<file path="src/rtl/fixed_point_pkg.sv">
// Shared fixed-point types and helpers for the add/sub execution unit.
// Saturation constants are built wide and sliced to the lane width by users.
package fixed_point_pkg;

  localparam int FX_MAX_W = 64;

  typedef enum logic {
    FX_ADD = 1'b0,
    FX_SUB = 1'b1
  } fx_op_e;

  function automatic int fx_w(int int_w, int frac_w);
    return int_w + frac_w;
  endfunction

  function automatic logic [FX_MAX_W-1:0] fx_max(int w);
    logic [FX_MAX_W-1:0] r;
    r = '0;
    for (int i = 0; i < w - 1; i++) r[i] = 1'b1;
    return r;
  endfunction

  function automatic logic [FX_MAX_W-1:0] fx_min(int w);
    logic [FX_MAX_W-1:0] r;
    r = '0;
    r[w-1] = 1'b1;
    return r;
  endfunction

endpackage

</file>
<file path="src/rtl/fixed_point_addsub_lane.sv">
// Single-lane combinational signed add/sub with saturate or wrap.
// Flags are taken from the final (possibly saturated) word.
module fixed_point_addsub_lane
  import fixed_point_pkg::*;
#(
  parameter int W = 16
) (
  input  logic [W-1:0] a_i,
  input  logic [W-1:0] b_i,
  input  logic         op_i,
  input  logic         sat_en_i,
  output logic [W-1:0] res_o,
  output logic         n_o,
  output logic         v_o,
  output logic         z_o
);

  localparam logic [FX_MAX_W-1:0] MAX_F = fx_max(W);
  localparam logic [FX_MAX_W-1:0] MIN_F = fx_min(W);
  localparam logic [W-1:0] MAX_V = MAX_F[W-1:0];
  localparam logic [W-1:0] MIN_V = MIN_F[W-1:0];

  logic [W:0] ae;
  logic [W:0] be;
  logic [W:0] s;
  logic       pos_ovf;
  logic       neg_ovf;

  assign ae = {a_i[W-1], a_i};
  assign be = {b_i[W-1], b_i};
  assign s  = (fx_op_e'(op_i) == FX_SUB) ? ae - be : ae + be;

  // W+1 bit sum out of W-bit range iff its top two bits differ
  assign pos_ovf = ~s[W] & s[W-1];
  assign neg_ovf = s[W] & ~s[W-1];

  always_comb begin
    res_o = s[W-1:0];
    if (sat_en_i) begin
      unique case (1'b1)
        pos_ovf: res_o = MAX_V;
        neg_ovf: res_o = MIN_V;
        default: res_o = s[W-1:0];
      endcase
    end
  end

  assign v_o = pos_ovf | neg_ovf;
  assign n_o = res_o[W-1];
  assign z_o = ~|res_o;

endmodule

</file>
<file path="src/rtl/fixed_point_addsub_pipe.sv">
// Two-stage multi-lane saturating fixed-point add/sub with valid/ready.
// S1 holds operands, S2 holds results/flags; sticky overflow per lane.
module fixed_point_addsub_pipe
  import fixed_point_pkg::*;
#(
  parameter int INT_W  = 8,
  parameter int FRAC_W = 8,
  parameter int LANES  = 4
) (
  input  logic                  clk,
  input  logic                  rst_n,
  input  logic                  in_valid,
  output logic                  in_ready,
  input  logic [LANES-1:0]      op,
  input  logic                  sat_en,
  input  logic [LANES*fx_w(INT_W, FRAC_W)-1:0] a,
  input  logic [LANES*fx_w(INT_W, FRAC_W)-1:0] b,
  output logic                  out_valid,
  input  logic                  out_ready,
  output logic [LANES*fx_w(INT_W, FRAC_W)-1:0] result,
  output logic [LANES-1:0]      flag_n,
  output logic [LANES-1:0]      flag_v,
  output logic [LANES-1:0]      flag_z,
  output logic [LANES-1:0]      ovf_sticky,
  input  logic                  clr_sticky
);

  localparam int W = fx_w(INT_W, FRAC_W);

  logic             adv1;
  logic             adv2;
  logic             s1_valid_q;
  logic [LANES*W-1:0] a1_q;
  logic [LANES*W-1:0] b1_q;
  logic [LANES-1:0] op1_q;
  logic             sat1_q;

  logic             s2_valid_q;
  logic [LANES*W-1:0] res_d;
  logic [LANES*W-1:0] res_q;
  logic [LANES-1:0] n_d, v_d, z_d;
  logic [LANES-1:0] n_q, v_q, z_q;
  logic [LANES-1:0] sticky_d;
  logic [LANES-1:0] sticky_q;

  assign adv2     = ~s2_valid_q | out_ready;
  assign adv1     = ~s1_valid_q | adv2;
  assign in_ready = adv1;

  always_ff @(posedge clk or negedge rst_n) begin
    if (!rst_n) begin
      s1_valid_q <= 1'b0;
      a1_q       <= '0;
      b1_q       <= '0;
      op1_q      <= '0;
      sat1_q     <= 1'b0;
    end else if (adv1) begin
      s1_valid_q <= in_valid;
      if (in_valid) begin
        a1_q   <= a;
        b1_q   <= b;
        op1_q  <= op;
        sat1_q <= sat_en;
      end
    end
  end

  for (genvar i = 0; i < LANES; i++) begin : g_lane
    fixed_point_addsub_lane #(.W(W)) u_lane (
      .a_i      (a1_q[i*W +: W]),
      .b_i      (b1_q[i*W +: W]),
      .op_i     (op1_q[i]),
      .sat_en_i (sat1_q),
      .res_o    (res_d[i*W +: W]),
      .n_o      (n_d[i]),
      .v_o      (v_d[i]),
      .z_o      (z_d[i])
    );
  end

  always_ff @(posedge clk or negedge rst_n) begin
    if (!rst_n) begin
      s2_valid_q <= 1'b0;
      res_q      <= '0;
      n_q        <= '0;
      v_q        <= '0;
      z_q        <= '0;
    end else if (adv2) begin
      s2_valid_q <= s1_valid_q;
      if (s1_valid_q) begin
        res_q <= res_d;
        n_q   <= n_d;
        v_q   <= v_d;
        z_q   <= z_d;
      end
    end
  end

  // Set beats clear when both land on the same edge
  always_comb begin
    sticky_d = sticky_q & ~{LANES{clr_sticky}};
    if (s2_valid_q && out_ready) sticky_d = sticky_d | v_q;
  end

  always_ff @(posedge clk or negedge rst_n) begin
    if (!rst_n) sticky_q <= '0;
    else        sticky_q <= sticky_d;
  end

  assign out_valid  = s2_valid_q;
  assign result     = res_q;
  assign flag_n     = n_q;
  assign flag_v     = v_q;
  assign flag_z     = z_q;
  assign ovf_sticky = sticky_q;

endmodule

</file>
<file path="config.mk">
export PLATFORM = sky130hd
export DESIGN_NAME = fixed_point_addsub_pipe
export DESIGN_NICKNAME = d
export VERILOG_FILES = /design/src/rtl/fixed_point_pkg.sv /design/src/rtl/fixed_point_addsub_lane.sv /design/src/rtl/fixed_point_addsub_pipe.sv
export SDC_FILE = /design/constraint.sdc
export NUM_CORES = 1
export LEC_CHECK = 0
export CAP_MARGIN = 5
export CELL_PAD_IN_SITES_DETAIL_PLACEMENT = 1
export CELL_PAD_IN_SITES_GLOBAL_PLACEMENT = 2
export CORE_ASPECT_RATIO = 1.5
export CORE_MARGIN = 2
export CORE_UTILIZATION = 23
export CTS_BUF_LIST = sky130_fd_sc_hd__clkbuf_16
export DETAILED_ROUTE_END_ITERATION = 12
export PLACE_DENSITY_LB_ADDON = 0.25
export RECOVER_POWER = 100
export REMOVE_ABC_BUFFERS = 1
export SYNTH_ARGS = -nofsm -noshare
export SYNTH_HDL_FRONTEND = slang
export SYNTH_SLANG_ARGS = --single-unit
export TNS_END_PERCENT = 30
</file>
<file path="constraint.sdc">
create_clock -name clk -period 4.8 [get_ports clk]
set_input_delay 1.2 -clock clk [delete_from_list [all_inputs] [get_ports clk]]
set_output_delay 1.2 -clock clk [all_outputs]
set_load 0.01 [all_outputs]
</file>
==> results.toml, run 1 <==
[place]
hpwl_um = 32000
gp_congestion = 0.759
placed_area_sq_um = 16800
port-buffer-count = 219

[finish]
diodes = 0
synthToLayoutAreaGrowth_pct = 38.9
nNetsFinal = 1817
drive_above_1_share_pct = 23.7
finalInstanceArea_sq_um = 17900

[route]
drt_wl_total_um = 41100
vias = 10636
viasPerCell = 4.57
first_pass_iters = 4
routedWlPerCell_um = 17.7
ant_nets = 0
drtIter0Drc = 220
route.detailed.drc = 0

[synthesis]
synth_edf_count = 0
syn_avg_cell_area_sq_um = 10.2
synthArstFlopShare_pct = 100
yosys.area_share.adder_pct = 7.63
synth_xor_area_share_pct = 7.14
synth_top_family_by_area = "compound AO/OA/AOI/OAI gates"
yosysSeqAreaShare_pct = 41.1
synth_cell_types = 77
synth_compound_area_share_pct = 16.6
yosys_warnings = 0
ys_ff_latch = 211
syn-cell-area_sq_um = 12900
synth-main-ff-cell = "dfrtp_1"
synth.area.mux_share_pct = 12.9
postSynthCellCount = 1263
yosys.area_share.simple_pct = 11.8

[sta]
setup-tns-final_ps = -336
setup_viol = 1
tightest_slew_ps = 2320
hold_viol_final = 0
rsz0062_at_grt = "yes"
setup_slack_ps = -336
fmax_ghz = 0.195
hold_ws_ps = 472
finClkSkew_ps = 11.2
slew_violations = 191
finalCritPeriodShare_pct = 107
post-route-min-period_ps = 5140
max_slew_margin_pct = -54.8

[job]
drv_cap = 3

[grt]
grt_overflow = 0
use_met1_pct = 16.3
grt_max_degree = 86
gr-max-usage-layer = "met2"
grt_pass1_vias = 11845
track_usage_pct = 14.1
gr-usage-met2_pct = 26.8
use_met3_pct = 2.48
antenna_found_initial = 0
grt_pass1_wl_um = 65300

[worst_setup_path]
crit_slowest_cell = "or4b_4"
critical_path_class = "flip-flop to flip-flop"
crit_fanout = 9
worstSetupStartpointType = "flip-flop"
reg2reg_depth = 24
end_kind = "flip-flop"
cp_num_buf_inv = 2
regToRegSetupSlack_ps = -340
cpPeakStageDelay_ps = 510
r2r-start = "b1_q[32]$_DFFE_PN0P_"
rr_endpoint = "flag_z[2]$_DFFE_PN0P_"
crit_family = "simple AND/OR/NAND/NOR gates"
worstPathCellList = "inv_1 -> ha_2 -> or4b_4 -> nor2_4 -> nor2_1 -> xnor2_1 -> ha_2 -> or3_4 -> a21oi_2 -> a211oi_2 -> o2111ai_2 -> a31o_1 -> a21boi_2 -> o21a_1 -> nor2_2 -> xnor2_1 -> ha_1 -> nor2b_4 -> buf_4 -> or4_4 -> o211ai_1 -> nand4_1 -> or4_4 -> o31ai_2"
arrival_ps = 5610
worstPathRequired_ps = 5270

[die]
die_w_um = 197
fp-row-count = 106
die_h_um = 294
pin_count = 220
core_area_sq_um = 55400
initial_core_util_pct = 23.2
dieArea_sq_um = 57800

[cts]
cts_buffers = 27
clock_sinks = 211
clock_path_buffers = 3
h-tree-depth = 1
cts_tree = "built"
cts_root_buf = "clkbuf_16"
clk_latency_ps = 550
clk_pin_slew_ps = 60

[pwr]
power.density_nw_per_um2 = 595
total_power_mw = 10.6
p_leak_nw = 7.54
vdd_ir_drop_max_v = 0.000267

[min_path]
hold-path-endpoint = "result[43]$_DFFE_PN0P_"
hold_path_depth = 2
min_path_type = "flip-flop to flip-flop"
worstHoldStart = "result[43]$_DFFE_PN0P_"

[outcome]
outcome = "finished, violations left"
violations = "capacitance limit, slew limit, setup timing"
[flip-flops by register name, summed over array words and instances, names as in the netlist]
| signal | flops |
|---|---|
| a1_q | 64 |
| b1_q | 64 |
| result | 64 |
| flag_v | 4 |
| flag_z | 4 |
| op1_q | 4 |
| ovf_sticky | 4 |
| out_valid | 1 |
| s1_valid_q | 1 |
| sat1_q | 1 |
[worst max-delay path by stage]
stage	start	to	slack, ps	cells past startpoint
5_1_grt	b1_q[32]$_DFFE_PN0P_	flag_z[2]$_DFFE_PN0P_	-680	24
3_3_place_gp	b1_q[32]$_DFFE_PN0P_	flag_z[2]$_DFFE_PN0P_	-340	24
4_1_cts	b1_q[32]$_DFFE_PN0P_	flag_z[2]$_DFFE_PN0P_	-380	24
6_report	b1_q[32]$_DFFE_PN0P_	flag_z[2]$_DFFE_PN0P_	-340	24
3_5_place_dp	b1_q[32]$_DFFE_PN0P_	flag_z[2]$_DFFE_PN0P_	-570	24
2_1_floorplan	b1_q[32]$_DFFE_PN0P_	flag_z[2]$_DFFE_PN0P_	-170	24
[power breakdown]
group	switching [mW]	total [mW]	internal, mW
Combinational	2.98	5.93	2.94
Clock	0.824	2.05	1.23
Sequential	0.387	2.64	2.25
Total	4.20	10.6	6.42
[final cells by class]
class	count	area, sq um
Tap cell	702	878
Clock inverter	22	205
Timing Repair Buffer	363	3260
Inverter	43	161
Clock buffer	27	676
Multi-Input combinational cell	957	7390
Fill cell	6293	37600
Sequential cell	211	5280
[cells in the mapped netlist (all sizes together) (9+ instances only)]
cell type | n | share of area, %
a21oi | 95 | 3.9
nor3 | 21 | 0.86
xor2 | 23 | 1.6
nand3 | 12 | 0.47
dfrtp | 211 | 41
mux2 | 141 | 12
a211oi | 13 | 0.84
a21o | 18 | 1.1
o22a | 11 | 0.75
inv | 43 | 1.3
o211ai | 10 | 0.58
nor2b | 14 | 0.68
nand4 | 12 | 0.58
nand2 | 82 | 2.4
buf | 14 | 0.55
a31oi | 15 | 0.73
clkbuf | 38 | 1.1
ha | 72 | 7.0
or4 | 10 | 0.61
xnor2 | 81 | 5.6
nor4 | 9 | 0.54
nand2b | 16 | 0.78
o21ai | 80 | 3.1
o21a | 30 | 1.8
nor2 | 97 | 2.9
or3 | 10 | 0.53
[logic make-up (layout without fill, tap and decap cells)]
logic type	count (synthesis)	in the layout
AO/OA/AOI/OAI	321	321
XOR/XNOR	104	104
adder cells (fa/ha/maj)	76	76
buffers and inverters	95	455
flip-flops	211	211
multiplexers	148	148
AND/OR/NAND/NOR	308	308
[layer usage]
| metal | up-vias | part of all wire, % |
|---|---|---|
| li1 | 5227 | - |
| met1 | 5202 | 41 |
| met2 | 164 | 53 |
| met3 | 43 | 4.3 |
| met4 | 0 | 1.8 |
| met5 | - | 0 |
[tightest hold or removal path, stage by stage (launching register included)]
cell and delay (ps):
dfrtp_1 340, nand2_1 50, nand2_1 50
[repair_timing]
item | CTS | global route
hold buffers | 0 | 0
pin swaps | 4 | 34
setup endpoints to repair | 11 | 13
gates resized for setup | 8 | 41
buffers inserted | 2 | 15
[per-stage QoR]
stage	setup WS [ps]	utilization, %	std cells
after global placement	-342	30.2	2260
after floorplan	-170	-	1211
after global routing	-678	32.2	2325
after CTS	-384	31.9	2311
final	-336	32.2	2325
after detailed placement	-573	30.2	2260
[placed cells by master, fill, tap and decap left out, drive strengths merged, types with 30 or more instances in the layout]
cell,instances
dfrtp,211
mux2,141
buf,137
clkdlybuf4s50,135
nor2,97
a21oi,95
dlygate4sd3,83
nand2,82
xnor2,81
o21ai,80
ha,72
inv,47
clkbuf,35
o21a,30
Note: power is estimated with default switching activity, not from simulation.
==> run 2, diff against run 1 <==
Clock period 4.8 ns to 5.3 ns, I/O delays scaled along.
==> run 2 against run 1 <==
Net effect: the run ends with capacitance limit, slew limit left; global-route usage decreased by 0.41 points; via count down 4.1%; non-clock buffer count down 108; setup slack improved by 460 ps; combinational power shrank 22%; total power is 18% lower; hold slack worse by 5.5 ps; critical path depth is the same; critical endpoint unchanged.
==> results.toml, run 2 (synthesized netlist as in run 1, its figures left out) <==
[worst_setup_path]
cpMostUsedCell = "nor2_1"
end_kind = "flip-flop"
worstPathRequired_ps = 5760
crit_fanout = 8
regToRegSetupSlack_ps = 120
arrival_ps = 5640
critical_path_class = "flip-flop to flip-flop"
crit_start = "b1_q[32]$_DFFE_PN0P_"
cpPeakStageDelay_ps = 490
reg2reg_depth = 24
worstSetupStartpointType = "flip-flop"
crit_family = "simple AND/OR/NAND/NOR gates"
cp.depth = 24
rr_endpoint = "flag_z[2]$_DFFE_PN0P_"
worstPathCellList = "inv_1 -> ha_2 -> or4b_4 -> nor2_1 -> nor2_1 -> xnor2_1 -> ha_2 -> or3_4 -> a21oi_2 -> a211oi_2 -> o2111ai_2 -> a31o_1 -> a21boi_2 -> o21a_1 -> nor2_1 -> xnor2_1 -> ha_1 -> nor2b_2 -> buf_4 -> or4_1 -> o211ai_1 -> nand4_1 -> or4_1 -> o31ai_2"
cp_num_buf_inv = 2
r2r-start = "b1_q[32]$_DFFE_PN0P_"
crit_slowest_cell = "or4b_4"
endpoint = "flag_z[2]$_DFFE_PN0P_"

[sta]
finClkSkew_ps = 17.5
rsz0062_at_grt = "yes"
max_slew_margin_pct = -77.9
finalCritPeriodShare_pct = 97.7
slew_violations = 177
fmax_ghz = 0.193
tightest_slew_ps = 2670
post-route-min-period_ps = 5180
hold_viol_final = 0
setup_viol = 0

[cts]
clk_pin_slew_ps = 60
clock_sinks = 211
cts_buffers = 26
cts_tree = "built"
clk_latency_ps = 560
cts_root_buf = "clkbuf_16"
h-tree-depth = 1
cts_hold_buf = 0
clock_path_buffers = 3

[route]
drtIter0Drc = 222
viasPerCell = 4.60
routedWlPerCell_um = 17.9
ant_nets = 0
vias = 10202
route.detailed.drc = 0
drt_wl_total_um = 39600
first_pass_iters = 4

[finish]
final_common_cell = "dfrtp_1"
fill_cells = 6328
seq_area_sq_um = 5280
synthToLayoutAreaGrowth_pct = 30.7
drive_above_1_share_pct = 16.8
post-route-util_pct = 30.3
fin_cells = 2216
diodes = 0
multi_input_area_sq_um = 7240
nNetsFinal = 1708
final_cell_mix = "dfrtp_1, mux2_2, clkdlybuf4s50_1"

[job]
drv_cap = 2

[die]
fp-row-count = 106
initial_core_util_pct = 23.2
die_h_um = 294
pin_count = 220
die_w_um = 197
core_area_sq_um = 55400
dieArea_sq_um = 57800

[outcome]
outcome = "finished, violations left"
violations = "capacitance limit, slew limit"

[pwr]
total_power_mw = 8.73
p_leak_nw = 6.96
vdd_ir_drop_max_v = 0.000216
power.density_nw_per_um2 = 520

[grt]
grt_pass1_wl_um = 63100
grt_overflow = 0
grt_max_degree = 100
grt_pass1_vias = 11203
antenna_found_initial = 3
track_usage_pct = 13.7

[place]
post-place-cells = 2162
hpwl_um = 31200
gp_congestion = 0.765
port-buffer-count = 219

[min_path]
hold_path_depth = 2
min_path_type = "flip-flop to flip-flop"
run 2: worst register-to-register path, stage by stage (launching register included):
cell	delay [ps]
dfrtp_1	370
inv_1	60
ha_2	190
or4b_4	490
nor2_1	110
nor2_1	50
xnor2_1	130
ha_2	230
or3_4	390
a21oi_2	170
a211oi_2	80
o2111ai_2	230
a31o_1	190
a21boi_2	60
o21a_1	170
nor2_1	110
xnor2_1	90
ha_1	330
nor2b_2	90
buf_4	160
or4_1	390
o211ai_1	240
nand4_1	120
or4_1	430
o31ai_2	180
run 2: per-stage QoR:
stage               instance area, sq um  setup slack (ps)  hold WS, ps  setup TNS, ps
detailed placement                 16000             -28.2          467          -28.2
finish                             16800               124          466              0
floorplan                          12600               303          471              0
CTS                                16800              43.5          481              0
global route                       16800              -217          492           -217
global placement                   16000               107          466              0
run 2: how the worst min path moves through the flow:
stage | startpoint | to | slack (ps)
after global routing | result[11]$_DFFE_PN0P_ | result[11]$_DFFE_PN0P_ | 490
after detailed placement | result[43]$_DFFE_PN0P_ | result[43]$_DFFE_PN0P_ | 470
after global placement | result[43]$_DFFE_PN0P_ | result[43]$_DFFE_PN0P_ | 470
after floorplan | s1_valid_q$_DFFE_PN0N_ | out_valid$_DFFE_PN0P_ | 470
final | result[43]$_DFFE_PN0P_ | result[43]$_DFFE_PN0P_ | 470
after CTS | result[43]$_DFFE_PN0P_ | result[43]$_DFFE_PN0P_ | 480
run 2: repair_timing:
action	CTS	global route
hold endpoints to repair	0	0
buffers inserted	1	5
endpoints found under the setup margin	1	2
pin swaps	3	8
gates resized for setup	4	6
run 2: report_power, final:
| group | internal, mW | leakage [nW] | switching [mW] |
|---|---|---|---|
| logic | 2.14 | 4.06 | 2.49 |
| registers | 2.04 | 2.49 | 0.373 |
| clock network | 0.964 | 0.420 | 0.729 |
run 2: metal layers:
layer	GRT usage, %	share of wire (%)	vias up	routed length, um
met5	0	0	-	0
met4	3.70	2.0	0	809
met3	2.01	3.7	44	1480
met2	25.9	52	169	20600
met1	16.0	42	4979	16700
li1	-	-	5010	-
run 2: cell type report:
cell class / instances / share of cell area, %
Clock buffer: 27 / 4.02
Tap cell: 702 / 5.23
Sequential cell: 211 / 31.4
Timing Repair Buffer: 255 / 14.6
Multi-Input combinational cell: 957 / 43.1
Clock inverter: 21 / 0.737
Inverter: 43 / 0.960
